File: src/rtl/clock_pkg.sv
// Shared types and constants for the clock time/date/alarm setting blocks.
//   field_e      : display field selector (none/hour/min/sec)
//   edit_state_e : state encoding of the set-time edit controller
//   HOUR_W, MINSEC_W, HOUR_MAX, MINSEC_MAX : field widths and wrap limits
package clock_pkg;

    localparam int HOUR_W     = 5;
    localparam int MINSEC_W   = 6;
    localparam int HOUR_MAX   = 23;
    localparam int MINSEC_MAX = 59;

    typedef enum logic [1:0] {
        FIELD_NONE = 2'd0,
        FIELD_HOUR = 2'd1,
        FIELD_MIN  = 2'd2,
        FIELD_SEC  = 2'd3
    } field_e;

    typedef enum logic [2:0] {
        ST_IDLE      = 3'd0,
        ST_EDIT_HOUR = 3'd1,
        ST_EDIT_MIN  = 3'd2,
        ST_EDIT_SEC  = 3'd3,
        ST_COMMIT    = 3'd4
    } edit_state_e;

endpackage

File: src/rtl/wrap_updown_counter.sv
// Modulo up/down counter with parallel load.
//   clk, rst_n : clock, synchronous active-low reset (clears value)
//   load       : load load_val (takes priority over counting)
//   inc, dec   : single-cycle step requests; both together cancel
//   en         : gates inc/dec
//   value      : current count, kept within 0..MAX by wrapping
module wrap_updown_counter #(
    parameter int WIDTH = 6,
    parameter int MAX   = 59
) (
    input  logic             clk,
    input  logic             rst_n,
    input  logic             load,
    input  logic [WIDTH-1:0] load_val,
    input  logic             inc,
    input  logic             dec,
    input  logic             en,
    output logic [WIDTH-1:0] value
);

    localparam logic [WIDTH-1:0] MAX_V = WIDTH'(MAX);

    always_ff @(posedge clk) begin
        if (!rst_n) begin
            value <= '0;
        end else if (load) begin
            value <= load_val;
        end else if (en && (inc != dec)) begin
            // A loaded value beyond MAX is not meaningful; any step restarts at 0.
            if (value > MAX_V) begin
                value <= '0;
            end else if (inc) begin
                value <= (value == MAX_V) ? '0 : value + 1'b1;
            end else begin
                value <= (value == '0) ? MAX_V : value - 1'b1;
            end
        end
    end

endmodule

File: src/rtl/set_time_module.sv
// Time-setting controller. While set_time_en is high it snapshots the running
// time and lets the user edit hour/min/sec with key pulses; on exit it emits a
// one-cycle load_time strobe carrying the edited time. Also drives the
// display field select and blink control.
//   clk, rst_n              : clock, synchronous active-low reset
//   set_time_en             : level, edit mode requested
//   shift_key/inc_key/dec_key : debounced single-cycle key pulses
//   cur_hour/cur_min/cur_sec  : running time, captured on edit entry
//   set_hour/set_min/set_sec  : edited time
//   load_time               : commit strobe, set_* valid in that cycle
//   sel_field               : 0 none, 1 hour, 2 min, 3 sec
//   blink                   : display blank control for the selected field
//
// state        | meaning
// -------------+------------------------------------------------------------
// ST_IDLE      | not editing; set_* hold; enters edit with fresh capture
// ST_EDIT_HOUR | editing hour; shift -> min; enable low -> commit
// ST_EDIT_MIN  | editing minute; shift -> sec; enable low -> commit
// ST_EDIT_SEC  | editing second; shift -> hour; enable low -> commit
// ST_COMMIT    | one-cycle load_time strobe, then back to idle
module set_time_module #(
    parameter int BLINK_DIV  = 25_000_000,
    parameter int HOUR_MAX   = clock_pkg::HOUR_MAX,
    parameter int MINSEC_MAX = clock_pkg::MINSEC_MAX
) (
    input  logic       clk,
    input  logic       rst_n,
    input  logic       set_time_en,
    input  logic       shift_key,
    input  logic       inc_key,
    input  logic       dec_key,
    input  logic [4:0] cur_hour,
    input  logic [5:0] cur_min,
    input  logic [5:0] cur_sec,
    output logic [4:0] set_hour,
    output logic [5:0] set_min,
    output logic [5:0] set_sec,
    output logic       load_time,
    output logic [1:0] sel_field,
    output logic       blink
);

    import clock_pkg::*;

    localparam int                CNT_W    = (BLINK_DIV > 1) ? $clog2(BLINK_DIV) : 1;
    localparam logic [CNT_W-1:0]  CNT_LAST = CNT_W'(BLINK_DIV - 1);

    edit_state_e      state;
    edit_state_e      state_nx;
    field_e           field;
    logic             capture;
    logic             commit;
    logic             keys_live;
    logic             key_any;
    logic [CNT_W-1:0] blink_cnt;

    always_ff @(posedge clk) begin
        if (!rst_n) begin
            state <= ST_IDLE;
        end else begin
            state <= state_nx;
        end
    end

    always_comb begin
        state_nx = state;
        capture  = 1'b0;
        commit   = 1'b0;
        field    = FIELD_NONE;
        unique case (state)
            ST_IDLE: begin
                if (set_time_en) begin
                    capture  = 1'b1;
                    state_nx = ST_EDIT_HOUR;
                end
            end
            ST_EDIT_HOUR: begin
                field = FIELD_HOUR;
                if (!set_time_en)   state_nx = ST_COMMIT;
                else if (shift_key) state_nx = ST_EDIT_MIN;
            end
            ST_EDIT_MIN: begin
                field = FIELD_MIN;
                if (!set_time_en)   state_nx = ST_COMMIT;
                else if (shift_key) state_nx = ST_EDIT_SEC;
            end
            ST_EDIT_SEC: begin
                field = FIELD_SEC;
                if (!set_time_en)   state_nx = ST_COMMIT;
                else if (shift_key) state_nx = ST_EDIT_HOUR;
            end
            ST_COMMIT: begin
                commit   = 1'b1;
                state_nx = ST_IDLE;
            end
            default: state_nx = ST_IDLE;
        endcase
    end

    // Exit from edit outranks keys: a key in the same cycle as enable-low is dropped.
    assign keys_live = (field != FIELD_NONE) && set_time_en;
    assign key_any   = keys_live && (shift_key || inc_key || dec_key);

    wrap_updown_counter #(.WIDTH(HOUR_W), .MAX(HOUR_MAX)) u_hour (
        .clk      (clk),
        .rst_n    (rst_n),
        .load     (capture),
        .load_val (cur_hour),
        .inc      (inc_key),
        .dec      (dec_key),
        .en       (keys_live && (field == FIELD_HOUR)),
        .value    (set_hour)
    );

    wrap_updown_counter #(.WIDTH(MINSEC_W), .MAX(MINSEC_MAX)) u_min (
        .clk      (clk),
        .rst_n    (rst_n),
        .load     (capture),
        .load_val (cur_min),
        .inc      (inc_key),
        .dec      (dec_key),
        .en       (keys_live && (field == FIELD_MIN)),
        .value    (set_min)
    );

    wrap_updown_counter #(.WIDTH(MINSEC_W), .MAX(MINSEC_MAX)) u_sec (
        .clk      (clk),
        .rst_n    (rst_n),
        .load     (capture),
        .load_val (cur_sec),
        .inc      (inc_key),
        .dec      (dec_key),
        .en       (keys_live && (field == FIELD_SEC)),
        .value    (set_sec)
    );

    // Entry and every key restart the blink period with the field shown, so the
    // user sees the effect of the key immediately.
    always_ff @(posedge clk) begin
        if (!rst_n) begin
            blink_cnt <= '0;
            blink     <= 1'b0;
        end else if (capture || key_any) begin
            blink_cnt <= '0;
            blink     <= 1'b1;
        end else if (keys_live) begin
            if (blink_cnt == CNT_LAST) begin
                blink_cnt <= '0;
                blink     <= ~blink;
            end else begin
                blink_cnt <= blink_cnt + 1'b1;
            end
        end else begin
            blink_cnt <= '0;
            blink     <= 1'b0;
        end
    end

    assign load_time = commit;
    assign sel_field = field;

endmodule

File: config.mk
export PLATFORM = sky130hd
export DESIGN_NAME = set_time_module
export DESIGN_NICKNAME = d
export VERILOG_FILES = /design/src/rtl/clock_pkg.sv /design/src/rtl/wrap_updown_counter.sv /design/src/rtl/set_time_module.sv
export SDC_FILE = /design/constraint.sdc
export NUM_CORES = 1
export LEC_CHECK = 0
export ABC_AREA = 0
export CORE_UTILIZATION = 49
export DETAILED_ROUTE_END_ITERATION = 12
export PLACE_DENSITY = 0.72
export SLEW_MARGIN = 20
export SYNTH_ARGS = -nofsm -noshare
export SYNTH_HDL_FRONTEND = slang
export SYNTH_SLANG_ARGS = --single-unit
File: constraint.sdc
create_clock -name clk -period 2.4 [get_ports clk]
set_input_delay 0.36 -clock clk [delete_from_list [all_inputs] [get_ports clk]]
set_output_delay 0.36 -clock clk [all_outputs]
set_load 0.1 [all_outputs]
[Word level (Yosys, flattened, before mapping)]
Index checks and enable logic that the tools add are counted.
Operators by class
  $add $sub $neg: 7
  order comparisons: 3
  equality and inequality tests: 17
  multiplexer cells: 33
  bitwise operators: 3
  reduce and logical (&&, ||, !) cells: 21
Operator list (count)
  $mux W6: 12
  $mux W5: 6
  $add A25 B1 Y25 const B: 1
  $eq A25 B25 Y1 const B: 1
  $mux W3: 7
  $add A6 B1 Y6 const B: 2
  $eq A6 B6 Y1 const B: 2
  $gt A6 B6 Y1 const B: 2
  $logic_not A6 Y1: 2
  $pmux W3 S4: 1
  $sub A6 B1 Y6 const B: 2
  $ne A3 B3 Y1 const B: 3
  $logic_and A1 B1 Y1: 8
  $reduce_bool A2 Y1: 4
  $eq A3 B2 Y1 const B: 2
  $mux W1: 6
  $pmux W2 S3: 1
  $add A5 B1 Y5 const B: 1
  $eq A5 B5 Y1 const B: 1
  $gt A5 B5 Y1 const B: 1
  $logic_not A5 Y1: 1
  $sub A5 B1 Y5 const B: 1
  $eq A2 B2 Y1 const B: 2
  $reduce_and A4 Y1: 1
  other kinds (10): 14
Word-level totals
  flip-flop bits (word level): 46
  output and inout port bits: 21

[Longest topological paths before layout]
Gate-level depths: netlist of the first run.
  depth after elaboration: 8
  gate-level depth with buffers: 8
  depth with buffers taken out: 7

[Cells and area by module]
From an unflattened synthesis of the first run, not the netlist that was laid out.
Unflattened totals
  cell total of the unflattened synthesis: 359
  area, all modules: 3011.6 um^2
By module, submodules not included
  set_time_module: instances 1, cells an instance 159, area each 1408.9 um^2, seq. area each 580.6 um^2
  wrap_updown_counter at u_min ...: instances 2, cells an instance 73, area each 593.1 um^2, seq. area each 120.1 um^2
  wrap_updown_counter at u_hour: instances 1, cells an instance 54, area each 416.6 um^2, seq. area each 100.1 um^2

[Worst setup path before layout of the first run]
OpenSTA, ideal clock, no wires.
  path kind: reg2reg
  start: register u_sec.value[1]
  end: register u_sec.value[4]
  arrival time: 2248 ps
  path slack: 20 ps
  stages on the path, launching flop included: 8
  path buffers: 1
  cells stage by stage: dfxtp_1 clkbuf_1 inv_1 ha_1 nor4b_1 nor2b_1 o311ai_0 a21oi_1
Between the ends
  cells in the longest elaborated chain, start to end: 6
RTL lines
  start: declaration: line wrap_updown_counter.sv:18  | output logic [WIDTH-1:0] value
  start signal: assignment: line wrap_updown_counter.sv:27  | value <= load_val;
  start signal: assignment: line wrap_updown_counter.sv:33  | value <= (value == MAX_V) ? '0 : value + 1'b1;
  start signal: assignment: line wrap_updown_counter.sv:35  | value <= (value == '0) ? MAX_V : value - 1'b1;
  $sub A6 B1 Y6 (tied with other cells): line wrap_updown_counter.sv:35
  $mux W6, on equally long branches: line wrap_updown_counter.sv:35, wrap_updown_counter.sv:33
  $mux W6: line wrap_updown_counter.sv:32  | end else if (inc) begin
  $mux W6 (*): line wrap_updown_counter.sv:30  | if (value > MAX_V) begin
  $mux W6 (*): line wrap_updown_counter.sv:28  | end else if (en && (inc != dec)) begin
  $mux W6 (*): line wrap_updown_counter.sv:26  | end else if (load) begin
Every way passes the cells marked *; elsewhere a longest branch is shown, timed or not. The select of a mux whose other input is x is not followed.
A chain may end at the register's enable or synchronous reset.

[Final worst setup path of the first run]
  start: register blink_cnt[18]
  end: register blink_cnt[20]
Between the ends
  cells in the longest elaborated chain, start to end: 2
RTL lines
  start: declaration: line set_time_module.sv:55  | logic [CNT_W-1:0] blink_cnt;
  start signal: assignment: line set_time_module.sv:151  | blink_cnt <= blink_cnt + 1'b1;
  parallel branches: the longest is 2 deep, another holds $add A25 B1 Y25
Parallel ways; which one is timed is not known.

==> flow_summary_export.csv, run 1 <==
group,metric,value,unit
setup_path,max_stage_delay,0.56,ns
logic_synthesis,synth_edf_count,0,
global_route,grt_pass1_vias,2390,
cells_and_area,register_area,921,um^2
logic_synthesis,synth_cell_type_count,47,
logic_synthesis,synth_cells,362,
sta,finalSetupTns,0,ns
floorplanning,ios,44,
cells_and_area,num-nets-final,430,
logic_synthesis,syn_area_per_cell,7.80,um^2
sta,slew_viol_final,0,
logic_synthesis,netlist.top_cell.by_area,"dfxtp_1",
floorplanning,initial_core_util,50.9,%
cells_and_area,syn_to_final_growth,18.3,%
setup_path,crit_type,"reg -> reg",
logic_synthesis,ys_ff_latch,46,
sta,period_share,88.9,%
setup_path,cp-start-kind,"flop",
drt,drt-vias-per-instance,5.83,
clock_tree,htree_levels,2,
outcome,status,"complete, no violations",
setup_path,critPathMaxFanout,25,
power_and_ir_drop,powerDensity,528,nW/um^2
setup_path,slowest_stage,"or4_4",
logic_synthesis,synthTopCellsByCount,"nor2_1, dfxtp_1, nand2_1",
logic_synthesis,yosys_most_used_dff,"dfxtp_1",
drt,drt_pass1_iterations,4,
logic_synthesis,synth.area.top_cells,"dfxtp_1, nor2_1, xor2_1, xnor2_1, ha_1",
drt,vias,2745,
clock_tree,cts_setup_buffers,0,
clock_tree,numCtsBuffers,5,
clock_tree,cts-resized-gates,0,
setup_path,crit_arrival,2.31,ns
cells_and_area,stdcell_count,471,
power_and_ir_drop,p_leak,0.00119,uW
sta,tightest_slew,0.797,ns
global_route,grt_pass1_wl,11200,um
floorplanning,rows,27,
sta,finalCriticalPeriod,2.13,ns
setup_path,timing.rr.start,"blink_cnt[18]",
floorplanning,core_area,5540,um^2
drt,wire_per_inst,14.1,um
global_route,grt_max_degree,28,
clock_tree,clockRootBuffer,"clkbuf_8",
logic_synthesis,async_reset_ff_share,0,%
logic_synthesis,syn_area,2820,um^2
clock_tree,clk_path_buf_depth,2,
cells_and_area,drive_gt1_share,10.0,%
place,hpwl,4720,um
drt,drt_wl_total,6650,um
cells_and_area,fill_cells,530,
drt,drc,0,
drt,ant_nets,0,
clock_tree,clkTransAtPathRegs,0.09,ns
setup_path,r2r_slack,0.27,ns
logic_synthesis,yosysSeqAreaShare,32.6,%
place,dp_cells,463,
clock_tree,cts_tree,"built",
logic_synthesis,ys.warnings.count,0,
floorplanning,dieArea,6070,um^2
sta,max-slew-margin-rel,46.3,%
clock_tree,cts.hold.buffers_added,0,
setup_path,worst-path-buf-inv,0,
drt,drt_iter0_markers,177,
global_route,grt-ovfl-total,0,
sta,fin_skew,0.00466,ns
sta,timing.final.hold_violations,0,
global_route,grt_use_total,22.4,%
logic_synthesis,syn_nets,394,
place,gp_congestion,0.821,
setup_path,crit_family,"simple AND/OR/NAND/NOR gates",
floorplanning,die_w,77.9,um
run,drv_cap,0,
setup_path,worstPathRequired,2.57,ns
logic_synthesis,synthMostInstantiatedCell,"nor2_1",
place,io_buffers,43,
clock_tree,clk_latency,0.29,ns
global_route,antenna_found_initial,0,
hold_path,hp-class,"reg -> reg",
setup_path,crit_start,"blink_cnt[18]",
logic_synthesis,synth_top_cell_area_share,32.6,%
sta,setup_viol,0,
cells_and_area,diodes,0,
power_and_ir_drop,peakVddDrop,0.000292,V
hold_path,hold_start,"blink_cnt[0]",
sta,max_freq,469,MHz
floorplanning,die_h,77.9,um
sta,rsz0062_at_grt,"false",
cells_and_area,multiInputGateArea,1760,um^2
setup_path,cp-end-kind,"flop",
clock_tree,cts_sinks,46,
setup_path,crit_chain,"nand3_1 > or4_1 > or4_4 > nand4_4 > nor2_1",
[through the flow]
step           util (%)  area, um^2  power [uW]  worst slack, ns  hold WS, ns
6_report           60.3        3340        1760            0.266        0.487
5_1_grt            60.3        3340        1850            0.128        0.530
4_1_cts            60.3        3340        1780            0.255        0.491
3_5_place_dp       58.7        3250        1310           0.0724        0.469
3_3_place_gp       58.7        3250        1310            0.101        0.465
2_1_floorplan         -        2820        1190           0.0199        0.439
[cells in the final DEF (no fill, tap or decap), drive strengths merged, types with 6 or more instances in the layout]
cell type      count
a21oi             13
a22oi             12
and3               9
buf               29
clkbuf             6
clkdlybuf4s50     22
dfxtp             46
ha                 9
inv               12
nand2             26
nand3             18
nand4             15
nor2              50
nor3              13
nor4               6
o21ai             19
xnor2             14
xor2              17
[power breakdown]
group	total, uW	leakage, uW	internal [uW]	switching (uW)
Combinational	459	0.000773	157	301
Sequential	839	0.000374	785	53.7
Clock	467	0.0000452	206	261
Total	1760	0.00119	1150	616
[kinds of logic (layout without fill, tap and decap cells)]
group,after synthesis,after routing,share of synthesized area (%)
AND/OR/NAND/NOR,161,161,29.2
AO/OA/AOI/OAI,77,77,18.3
flip-flops,46,46,32.6
buffers and inverters,35,72,5.19
XOR/XNOR,31,31,9.62
adder cells (fa/ha/maj),9,9,3.99
multiplexers,3,3,1.11
[layer usage]
| layer | wire length, um | vias up | share of wire (%) | global-route usage, % |
|---|---|---|---|---|
| met5 | 0 | - | 0 | 0 |
| met4 | 45 | 0 | 0.68 | 4.44 |
| met3 | 296 | 4 | 4.5 | 3.88 |
| met2 | 2910 | 77 | 44 | 33.6 |
| met1 | 3400 | 1280 | 51 | 33.4 |
| li1 | - | 1384 | - | - |
[registers in the layout, indices dropped and copies added (netlist names)]
register      count
blink             1
state             3
u_hour.value      5
u_min.value       6
u_sec.value       6
blink_cnt        25
[final timing paths]
check,to,cells past startpoint
min reg2reg,blink_cnt[0],1
max,blink_cnt[20],5
min,blink_cnt[0],1
max reg2reg,blink_cnt[20],5
[cell type report]
class	instances	share of cell area [%]
multi-input combinational	281	52.6
inverter	13	1.46
tap	72	2.70
clock inverter	2	0.412
sequential	46	27.6
timing repair buffer	51	13.1
clock buffer	6	2.17
No activity file was read; power rests on OpenSTA's default activity.
==> run 2: changes to the inputs <==
--- a/config.mk
+++ b/config.mk
@@ -6,8 +6,10 @@
 export NUM_CORES = 1
 export LEC_CHECK = 0
 export ABC_AREA = 0
+export CORE_MARGIN = 2
 export CORE_UTILIZATION = 49
 export DETAILED_ROUTE_END_ITERATION = 12
+export HOLD_SLACK_MARGIN = 0.06
 export PLACE_DENSITY = 0.72
 export SLEW_MARGIN = 20
 export SYNTH_ARGS = -nofsm -noshare
==> run 2 against run 1 <==
  * First-iteration DRC count grew 15%
  * Sequential share of layout area shrank 0.15 points
  * Critical path type unchanged
  * Flip-flop and latch count is the same
  * Fmax shrank 0.97%
==> flow_summary_export.csv, run 2 (synthesized netlist as in run 1, its figures left out) <==
group,metric,value,unit
outcome,status,"complete, no violations",
floorplanning,ios,44,
setup_path,critPathMaxFanout,25,
drt,drt_pass1_iterations,5,
setup_path,cp-start-kind,"flop",
sta,setup_viol,0,
sta,tightest_slew,0.861,ns
cells_and_area,register_area,921,um^2
drt,drt-vias-per-instance,5.89,
drt,ant_nets,0,
sta,max_freq,464,MHz
cells_and_area,final_cell_mix,"nor2_1, dfxtp_1, buf_4",
global_route,grt_pass1_wl,11500,um
floorplanning,die_h,79.9,um
place,io_buffers,43,
cells_and_area,reg_top3,"blink_cnt: 25 flops, u_min.value: 6 flops, u_sec.value: 6 flops",
setup_path,reg2regPathDepth,5,
power_and_ir_drop,p_leak,0.00120,uW
sta,fin_skew,0.0104,ns
clock_tree,cts_setup_buffers,0,
cells_and_area,multiInputGateArea,1760,um^2
setup_path,cp-end-kind,"flop",
global_route,grt_pass1_vias,2428,
cells_and_area,syn_to_final_growth,19.0,%
sta,rsz0062_at_grt,"false",
hold_path,hold_start,"blink_cnt[0]",
sta,max-slew-margin-rel,42.0,%
setup_path,timing.rr.start,"blink_cnt[18]",
cells_and_area,fill_cells,536,
setup_path,crit_chain,"nand3_1 > or4_1 > or4_4 > nand4_4 > nor2_1",
global_route,antenna_found_initial,0,
setup_path,worstPathRequired,2.58,ns
sta,period_share,89.8,%
cells_and_area,num-nets-final,429,
floorplanning,die_w,79.9,um
clock_tree,clk_path_buf_depth,2,
sta,finalCriticalPeriod,2.15,ns
setup_path,slowest_stage,"or4_4",
clock_tree,cts-resized-gates,0,
cells_and_area,drive_gt1_share,10.1,%
clock_tree,htree_levels,2,
drt,drc,0,
setup_path,r2r_slack,0.25,ns
sta,hold_ws,0.489,ns
clock_tree,clockRootBuffer,"clkbuf_8",
clock_tree,numCtsBuffers,5,
sta,slew_viol_final,0,
power_and_ir_drop,powerDensity,562,nW/um^2
sta,finalSetupTns,0,ns
hold_path,hp-class,"reg -> reg",
sta,timing.final.hold_violations,0,
cells_and_area,final_area,3360,um^2
cells_and_area,largest_reg_flops,25,
clock_tree,clk_latency,0.31,ns
hold_path,hold_end,"blink_cnt[0]",
place,gp_congestion,0.838,
clock_tree,cts.hold.buffers_added,0,
floorplanning,initial_core_util,50.9,%
setup_path,crit_arrival,2.34,ns
run,drv_cap,0,
clock_tree,cts_tree,"built",
cells_and_area,final_common_cell,"nor2_1",
cells_and_area,top_register,"blink_cnt",
global_route,grt-ovfl-total,0,
floorplanning,rows,27,
floorplanning,dieArea,6380,um^2
drt,drt_iter0_markers,203,
clock_tree,cts_sinks,46,
clock_tree,clkTransAtPathRegs,0.09,ns
setup_path,crit_type,"reg -> reg",
sta,layout_setup_ws,0.245,ns
floorplanning,core_area,5540,um^2
drt,wire_per_inst,14.3,um
cells_and_area,diodes,0,
power_and_ir_drop,peakVddDrop,0.000459,V
hold_path,whs_path_depth,1,
place,pre_cts_ws,0.0837,ns
place,placed_area,3250,um^2
setup_path,r2r_end,"blink_cnt[19]",
drt,vias,2768,
setup_path,max_stage_delay,0.56,ns
drt,drt_wl_total,6740,um
global_route,grt_use_total,22.5,%
place,hpwl,4810,um
global_route,grt_max_degree,27,
[run 2: critical path: cells and delay by family (launching register included)]
family	cells	cell delay, ns
simple gates	5	1.62
flops	1	0.40
[run 2: worst max-delay path by stage]
stage | end | startpoint | slack, ns
floorplan | u_sec.value[4] | u_sec.value[1] | 0.02
global placement | u_sec.value[3] | inc_key | 0.13
detailed placement | u_sec.value[5] | inc_key | 0.08
CTS | blink_cnt[17] | blink_cnt[18] | 0.24
global route | blink_cnt[14] | blink_cnt[18] | 0.13
finish | blink_cnt[19] | blink_cnt[18] | 0.25
[run 2: metal layers]
layer / vias up / GRT usage [%] / share of wire, %
li1: 1378 / - / -
met3: 10 / 5.09 / 6.3
met4: 0 / 6.78 / 1.5
met1: 1297 / 33.2 / 49
met2: 83 / 32.3 / 43
met5: - / 0 / 0
[run 2: area by class of cell]
class	instances	share of cell area, %
clock buffers	5	2.05
clock inverters	3	1.30
inverters	13	1.45
multi-input cells	281	52.3
flip-flops and latches	46	27.4
well taps	72	2.68
repair buffers	50	12.8
[run 2: stage by stage]
stage          power, uW  instances  utilization (%)
3_5_place_dp        1310        462             58.6
5_1_grt             1980        470             60.6
2_1_floorplan       1190        362                -
3_3_place_gp        1310        462             58.6
6_report            1890        470             60.6
4_1_cts             1900        470             60.6
[run 2: report_power, final]
group	total, uW	switching (uW)	internal [uW]
Clock	590	278	312
Sequential	842	56.9	785
Combinational	456	299	156
